--- config.mk ---
export PLATFORM = sky130hd
export DESIGN_NAME = reg_sequencer
export DESIGN_NICKNAME = d
export VERILOG_FILES = /design/src/rtl/reg_seq_pkg.sv /design/src/rtl/reg_step.sv /design/src/rtl/reg_sequencer.sv
export SDC_FILE = /design/constraint.sdc
export NUM_CORES = 1
export LEC_CHECK = 0
export ABC_AREA = 0
export CAP_MARGIN = 40
export CELL_PAD_IN_SITES_DETAIL_PLACEMENT = 1
export CELL_PAD_IN_SITES_GLOBAL_PLACEMENT = 2
export CORE_MARGIN = 1.5
export CORE_UTILIZATION = 33
export CTS_BUF_LIST = sky130_fd_sc_hd__clkbuf_4 sky130_fd_sc_hd__clkbuf_8
export CTS_CLUSTER_DIAMETER = 200
export DETAILED_ROUTE_END_ITERATION = 10
export PLACE_DENSITY = 0.9
export RECOVER_POWER = 50
export REMOVE_ABC_BUFFERS = 1
export SLEW_MARGIN = 20
export SYNTH_ARGS = -nofsm -noshare
export SYNTH_HDL_FRONTEND = slang
export SYNTH_HIERARCHICAL = 1
export SYNTH_SLANG_ARGS = --single-unit
--- constraint.sdc ---
create_clock -name clock -period 4 [get_ports clock]
set_input_delay 0.8 -clock clock [delete_from_list [all_inputs] [get_ports clock]]
set_output_delay 0.8 -clock clock [all_outputs]
set_load 0.005 [all_outputs]
--- src/rtl/reg_seq_pkg.sv ---
// Shared definitions for the register-number sequencer.
// Holds the FSM state encoding and the register number shown outside a run.
package reg_seq_pkg;

  typedef enum logic [1:0] {
    IDLE  = 2'd0,
    START = 2'd1,
    RUN   = 2'd2,
    DONE  = 2'd3
  } state_t;

  // Register number presented while idle or done.
  localparam int unsigned REGNUM_IDLE = 0;

endpackage

--- src/rtl/reg_step.sv ---
// Next-register computation: +1 or -1 with wrap modulo 2^REG_W.
// Optional feature macro: REG_SEQ_SKIP_ZERO_EN. When it is defined, a step
// that would land on register 0 moves one further in the same direction.
module reg_step #(
  parameter int REG_W = 5
) (
  input  logic [REG_W-1:0] cur,
  input  logic             direction,
  output logic [REG_W-1:0] nxt
);

  logic [REG_W-1:0] raw;

  // Plain +/-1 step, then optionally hop over register 0.
  always_comb begin
    raw = direction ? (cur + REG_W'(1)) : (cur - REG_W'(1));
    nxt = raw;
`ifdef REG_SEQ_SKIP_ZERO_EN
    if (raw == '0) begin
      nxt = direction ? REG_W'(1) : '1;
    end
`endif
  end

endmodule

--- src/rtl/reg_sequencer.sv ---
// Register-number sequencer: after go, walks len steps up or down from base,
// each step gated by ready, then reports done. All outputs are registered.
// Optional feature macro: REG_SEQ_SKIP_ZERO_EN (handled inside reg_step).
module reg_sequencer
  import reg_seq_pkg::*;
#(
  parameter int REG_W = 5,
  parameter int LEN_W = 3
) (
  input  logic             clock,
  input  logic             reset,
  input  logic             go,
  input  logic             direction,
  input  logic [REG_W-1:0] base,
  input  logic [LEN_W-1:0] len,
  input  logic             ready,
  output logic [REG_W-1:0] regnum,
  output logic             valid,
  output logic             done
);

  state_t           state_reg, state_next;
  logic [REG_W-1:0] regnum_reg, regnum_next;
  logic [LEN_W-1:0] cnt_reg, cnt_next;
  logic [REG_W-1:0] base_reg, base_next;
  logic [LEN_W-1:0] len_reg, len_next;
  logic             dir_reg, dir_next;
  logic             valid_reg, done_reg;
  logic [REG_W-1:0] step_value;

  // In START regnum_reg already equals base_reg, so stepping from regnum_reg
  // covers both the first step and every later one.
  reg_step #(.REG_W(REG_W)) u_step (
    .cur       (regnum_reg),
    .direction (dir_reg),
    .nxt       (step_value)
  );

  // Next-state, counter and run-parameter capture.
  always_comb begin
    state_next  = state_reg;
    regnum_next = regnum_reg;
    cnt_next    = cnt_reg;
    base_next   = base_reg;
    len_next    = len_reg;
    dir_next    = dir_reg;

    case (state_reg)
      IDLE, DONE: begin
        regnum_next = REG_W'(REGNUM_IDLE);
        cnt_next    = '0;
        if (go) begin
          state_next  = START;
          base_next   = base;
          len_next    = len;
          dir_next    = direction;
          regnum_next = base;
        end
      end
      START: begin
        if (go) begin
          // Keep tracking the inputs until go drops; they freeze afterwards.
          base_next   = base;
          len_next    = len;
          dir_next    = direction;
          regnum_next = base;
        end else if (len_reg != '0) begin
          state_next  = RUN;
          regnum_next = step_value;
          cnt_next    = LEN_W'(1);
        end else begin
          state_next  = DONE;
          regnum_next = REG_W'(REGNUM_IDLE);
        end
      end
      RUN: begin
        if (ready) begin
          if (cnt_reg == len_reg) begin
            state_next  = DONE;
            regnum_next = REG_W'(REGNUM_IDLE);
            cnt_next    = '0;
          end else begin
            regnum_next = step_value;
            cnt_next    = cnt_reg + LEN_W'(1);
          end
        end
      end
      default: begin
        state_next  = IDLE;
        regnum_next = REG_W'(REGNUM_IDLE);
        cnt_next    = '0;
      end
    endcase
  end

  // State and output registers; valid/done are decoded from the next state
  // so they line up with regnum without a combinational output path.
  always_ff @(posedge clock) begin
    if (reset) begin
      state_reg  <= IDLE;
      regnum_reg <= '0;
      cnt_reg    <= '0;
      base_reg   <= '0;
      len_reg    <= '0;
      dir_reg    <= 1'b0;
      valid_reg  <= 1'b0;
      done_reg   <= 1'b0;
    end else begin
      state_reg  <= state_next;
      regnum_reg <= regnum_next;
      cnt_reg    <= cnt_next;
      base_reg   <= base_next;
      len_reg    <= len_next;
      dir_reg    <= dir_next;
      valid_reg  <= (state_next == RUN);
      done_reg   <= (state_next == DONE);
    end
  end

  assign regnum = regnum_reg;
  assign valid  = valid_reg;
  assign done   = done_reg;

endmodule

Word level (Yosys, flattened, before mapping)

Index checks and enable logic that the tools add are counted.

Bits in registers: 16
Bits of input ports: 13
Output and inout port bits: 7

Add/sub/neg operators: 3
Equal/unequal tests: 9
Mux-type cells: 18
Reduce and logical (&&, ||, !) cells: 6

Operators with widths:

| operator            | number |
|---|---|
| $mux 5              | 6 |
| $pmux 5 s3          | 1 |
| $mux 3              | 4 |
| $pmux 3 s3          | 1 |
| $eq 2x2->1 const B  | 4 |
| $mux 2              | 4 |
| $ne 2x2->1 const B  | 3 |
| $pmux 2 s3          | 1 |
| $add 5x1->5 const B | 1 |
| $sub 5x1->5 const B | 1 |
| $add 3x1->3 const B | 1 |
| $eq 3x3->1          | 1 |
| $reduce_and 3->1    | 1 |
| $reduce_bool 3->1   | 1 |
| $reduce_or 3->1     | 1 |
| $eq 2x1->1 const B  | 1 |
| $logic_not 2->1     | 1 |
| $reduce_and 2->1    | 1 |
| $reduce_or 2->1     | 1 |
| $mux 1              | 1 |

Longest topological paths before layout

Depth after elaboration: 5
Gate-level depth with buffers: 7
Gate-level depth less buffers: 7

By module

Netlist, hierarchy kept.

Modules (own cells, without submodules):

| module        | times used | cells each | area each (um^2) |
|---|---|---|---|
| reg_sequencer | 1          | 91         | 819.5 |
| reg_step      | 1          | 14         | 132.6 |

Worst setup path before layout

OpenSTA, ideal clock, no wires.

Path kind: register to register
Start point: register dir_reg
End point: register regnum_reg[4] (netlist: regnum[4])
Setup time: 0.086 ns
Data arrival time: 1.629 ns
Slack: 2.286 ns
Stages on the path, launching flop included: 8
Period minus slack after synthesis: 1.714 ns
Cell sequence: dfxtp_1 inv_1 fa_1 a21o_1 a21oi_2 xnor2_1 o211ai_1 a211oi_1

Cells in the longest elaborated chain, start to end: 4
Elaborated cells on any way between the ends: 6
Classes of those cells: mux: 6

Ends and longest elaborated chain:

| item                      | RTL line                                 | source |
|---|---|---|
| start, declared           | reg_sequencer.sv:27                      | `logic dir_reg, dir_next;` |
| start signal, assigned    | reg_sequencer.sv:114                     | `dir_reg <= dir_next;` |
| $mux 5 (*)                | reg_step.sv:16                           | `raw = direction ? (cur + REG_W'(1)) : (cur - REG_W'(1));` |
| named net step_value[4]   | reg_sequencer.sv:29                      | `logic [REG_W-1:0] step_value;` |
| $mux 5 (on tied branches) | reg_sequencer.sv:78, reg_sequencer.sv:67 |  |
| $mux 5 (on tied branches) | reg_sequencer.sv:77, reg_sequencer.sv:61 |  |
| $pmux 5 s3 (*)            | reg_sequencer.sv:48                      | `case (state_reg)` |
| end signal, assigned      | reg_sequencer.sv:110                     | `regnum_reg <= regnum_next;` |
| end, declared             | reg_sequencer.sv:23                      | `logic [REG_W-1:0] regnum_reg, regnum_next;` |

Mark *: on every way through the listed nets, which the timed path passes. The rest lies on a longest branch. The select of a mux whose other input is x is not followed.
A chain may end at the register's enable or synchronous reset.

Worst setup path after layout

Start point: input port ready
End point: register cnt_reg[0]

Cells in the longest elaborated chain, start to end: 2

Ends and longest elaborated chain:

| item                              | RTL line             | source |
|---|---|---|
| start, declared                   | reg_sequencer.sv:16  | `input logic ready,` |
| $ne 2x2->1 (no source line)       | -                    |  |
| $reduce_and 3->1 (no source line) | -                    |  |
| end signal, assigned              | reg_sequencer.sv:111 | `cnt_reg <= cnt_next;` |
| end, declared                     | reg_sequencer.sv:24  | `logic [LEN_W-1:0] cnt_reg, cnt_next;` |

No other way between the ends.

==> impl_metrics.tcl <==
set metrics [dict create \
    outcome "completed" \
    drtPass1Iterations 4 \
    rows 19 \
    numCtsBuffers 3 \
    overflow 0 \
    tightest_slew_ns 0.6894 \
    whs_ns 0.5145 \
    largest_register_ffs 5 \
    cpPeakStageDelay_ns 0.61 \
    ctsResizeCount 0 \
    seq_area_um2 320.3 \
    cts_tree "built" \
    postCtsSetupBuffers 0 \
    routedWlPerCell_um 15.57 \
    synth_warnings 6 \
    layout-drive-gt1-share_pct 7.087 \
    holdPathStages 2 \
    slowest_stage "a211oi_1" \
    num_vias 857 \
    synthTopCellsByArea "dfxtp_1, ha_1, nor2_1, mux2i_1, a211oi_1" \
    io_buffer_count 19 \
    hold_class "reg2reg" \
    antenna_cells 0 \
    synth_top_flop_cell "dfxtp_1" \
    crit_chain "dlygate4sd3_1, nor2b_1, a211oi_1, o311a_1, nor3_2" \
    grt_max_degree 16 \
    fin_nets 148 \
    start_util_pct 34.53 \
    routed_via_density 5.424 \
    h-tree-depth 1 \
    die_y_um 56.72 \
    synth-seq-area-share_pct 33.64 \
    area_growth_pct 26.94 \
    cp.arrival_ns 2.46 \
    synth.distinct_cells 36 \
    grt_use_total_pct 16.61 \
    syn_inst 105 \
    multiInputGateArea_um2 596.8 \
    finalSetupTns_ns 0 \
    grt_pass1_vias 920 \
    cp_max_fo 6 \
    synth_edf_count 0 \
    core_mm2 0.002758 \
    drc 0 \
    fin_area_mm2 0.001209 \
    yosysTopAreaCell "dfxtp_1" \
    synthArstFlopShare_pct 0 \
    finalMaxSlewViolations 0 \
    reg2reg_depth 6 \
    die_area_mm2 0.003217 \
    synthTopCellsByCount "dfxtp_1, nor2_1, a21oi_1" \
    root_buffer "clkbuf_4" \
    leakagePower_nw 0.4946 \
    timing.fmax_mhz 437.9 \
    instances_no_fill 158 \
    hold_violations 0 \
    antenna_found_initial 0 \
    cts_sinks 16 \
    netlist_area_um2 952.2 \
    pin_count 20 \
    drv_cap 0 \
    ir_drop_uv 229.4 \
    grt_pass1_wl_um 4119 \
    startpoint_type "input pin" \
    post-route-period-util_pct 57.09 \
    drt_iter0_drc 12 \
    dpl.hpwl_um 1877 \
    min_period_ns 2.284 \
    total_power_mw 0.5599 \
    grt_setup_unrepaired "false" \
    synth_seq_cells 16 \
    die_width_um 56.72 \
    final-setup-viol-count 0 \
    slew_headroom_pct 53.77 \
    worstPathRequired_ns 4.17 \
    powerDensity_mw_per_mm2 463.3 \
    n_fill_cell 328 \
    dp_cells 154 \
    cts_hold_buf 0 \
    crit_path_end_kind "flip-flop" \
    clock_latency_ns 0.30 \
    cts_buffer_depth 2 \
    yosysMostFrequentCell "dfxtp_1" \
    wirelength_um 2460 \
    gp_congestion 0.7439 \
    path_class "in2reg" \
    antenna_left 0 \
    place_area_mm2 0.001177 \
    syn_area_per_cell_um2 9.068 \
    yosysTopAreaCellShare_pct 33.64 \
    clock_skew_ns 0.002510 \
    clk_pin_slew_ns 0.10 \
]
==> worst max-delay path, delay by kind of cell <==
kind,cells,cell delay [ns]
AO/OA/AOI/OAI,2,0.91
AND/OR/NAND/NOR,2,0.17
buffers and inverters,1,0.57
==> stage by stage <==
stage	worst slack, ns	utilization (%)
final	1.716	43.83
after global routing	1.575	43.83
after CTS	1.866	44.01
after detailed placement	1.541	42.70
after global placement	1.610	42.70
after floorplan	2.286	-
==> layer usage <==
metal  track usage [%]  part of all wire, %  up-vias
li1                  -                    -      428
met1             19.75                   46      408
met2             29.57                   49       16
met3             2.074                  3.0        5
met4             7.143                  1.7        0
met5                 0                    0        -
==> path summary, 6_finish.rpt <==
path / slack (ns) / to / from
worst max-delay path: 1.72 / cnt_reg[0] / ready
worst min-delay path: 0.51 / cnt_reg[2] / cnt_reg[2]
worst max register to register: 1.87 / cnt_reg[0] / state_reg[0]
worst min register to register: 0.51 / cnt_reg[2] / cnt_reg[2]
==> cells by family (layout without fill, tap and decap cells) <==
group	Yosys count	in the layout	share of synthesized area [%]
DFF	16	16	33.64
and+or+nand+nor	33	33	19.05
buffers and inverters	8	30	3.153
xor gates and xnor gates	7	7	6.439
adders and majority gates	7	7	9.987
muxes	4	4	4.205
AOI/OAI and AO/OA	30	30	23.52
==> power by group <==
| part | switching [mW] | leakage, nW | internal (mW) |
|---|---|---|---|
| combinational | 0.128 | 0.342 | 0.112 |
| sequential | 0.0247 | 0.131 | 0.182 |
| clock | 0.0571 | 0.0210 | 0.0556 |
| total | 0.210 | 0.495 | 0.350 |
==> cell usage in the layout, fill, tap and decap left out, types with 2 or more instances in the layout <==
cell	n
clkbuf_4	3
a211oi_1	6
clkdlybuf4s50_1	11
a21o_1	2
a21oi_1	7
dfxtp_1	16
ha_1	6
nand2_1	3
nand2b_1	4
inv_1	6
nand4_1	2
dlygate4sd3_1	8
o211ai_1	5
nor2_1	15
xor2_1	4
mux2i_1	4
a21oi_2	2
xnor2_1	3
==> final cells by class <==
cell class                      instances  area share, %
Inverter                                7          2.174
Tap cell                               31          3.209
Clock buffer                            4          3.002
Timing Repair Buffer                   19          15.73
Sequential cell                        16          26.50
Multi-Input combinational cell         81          49.38
(Power assumes the default switching activity.)
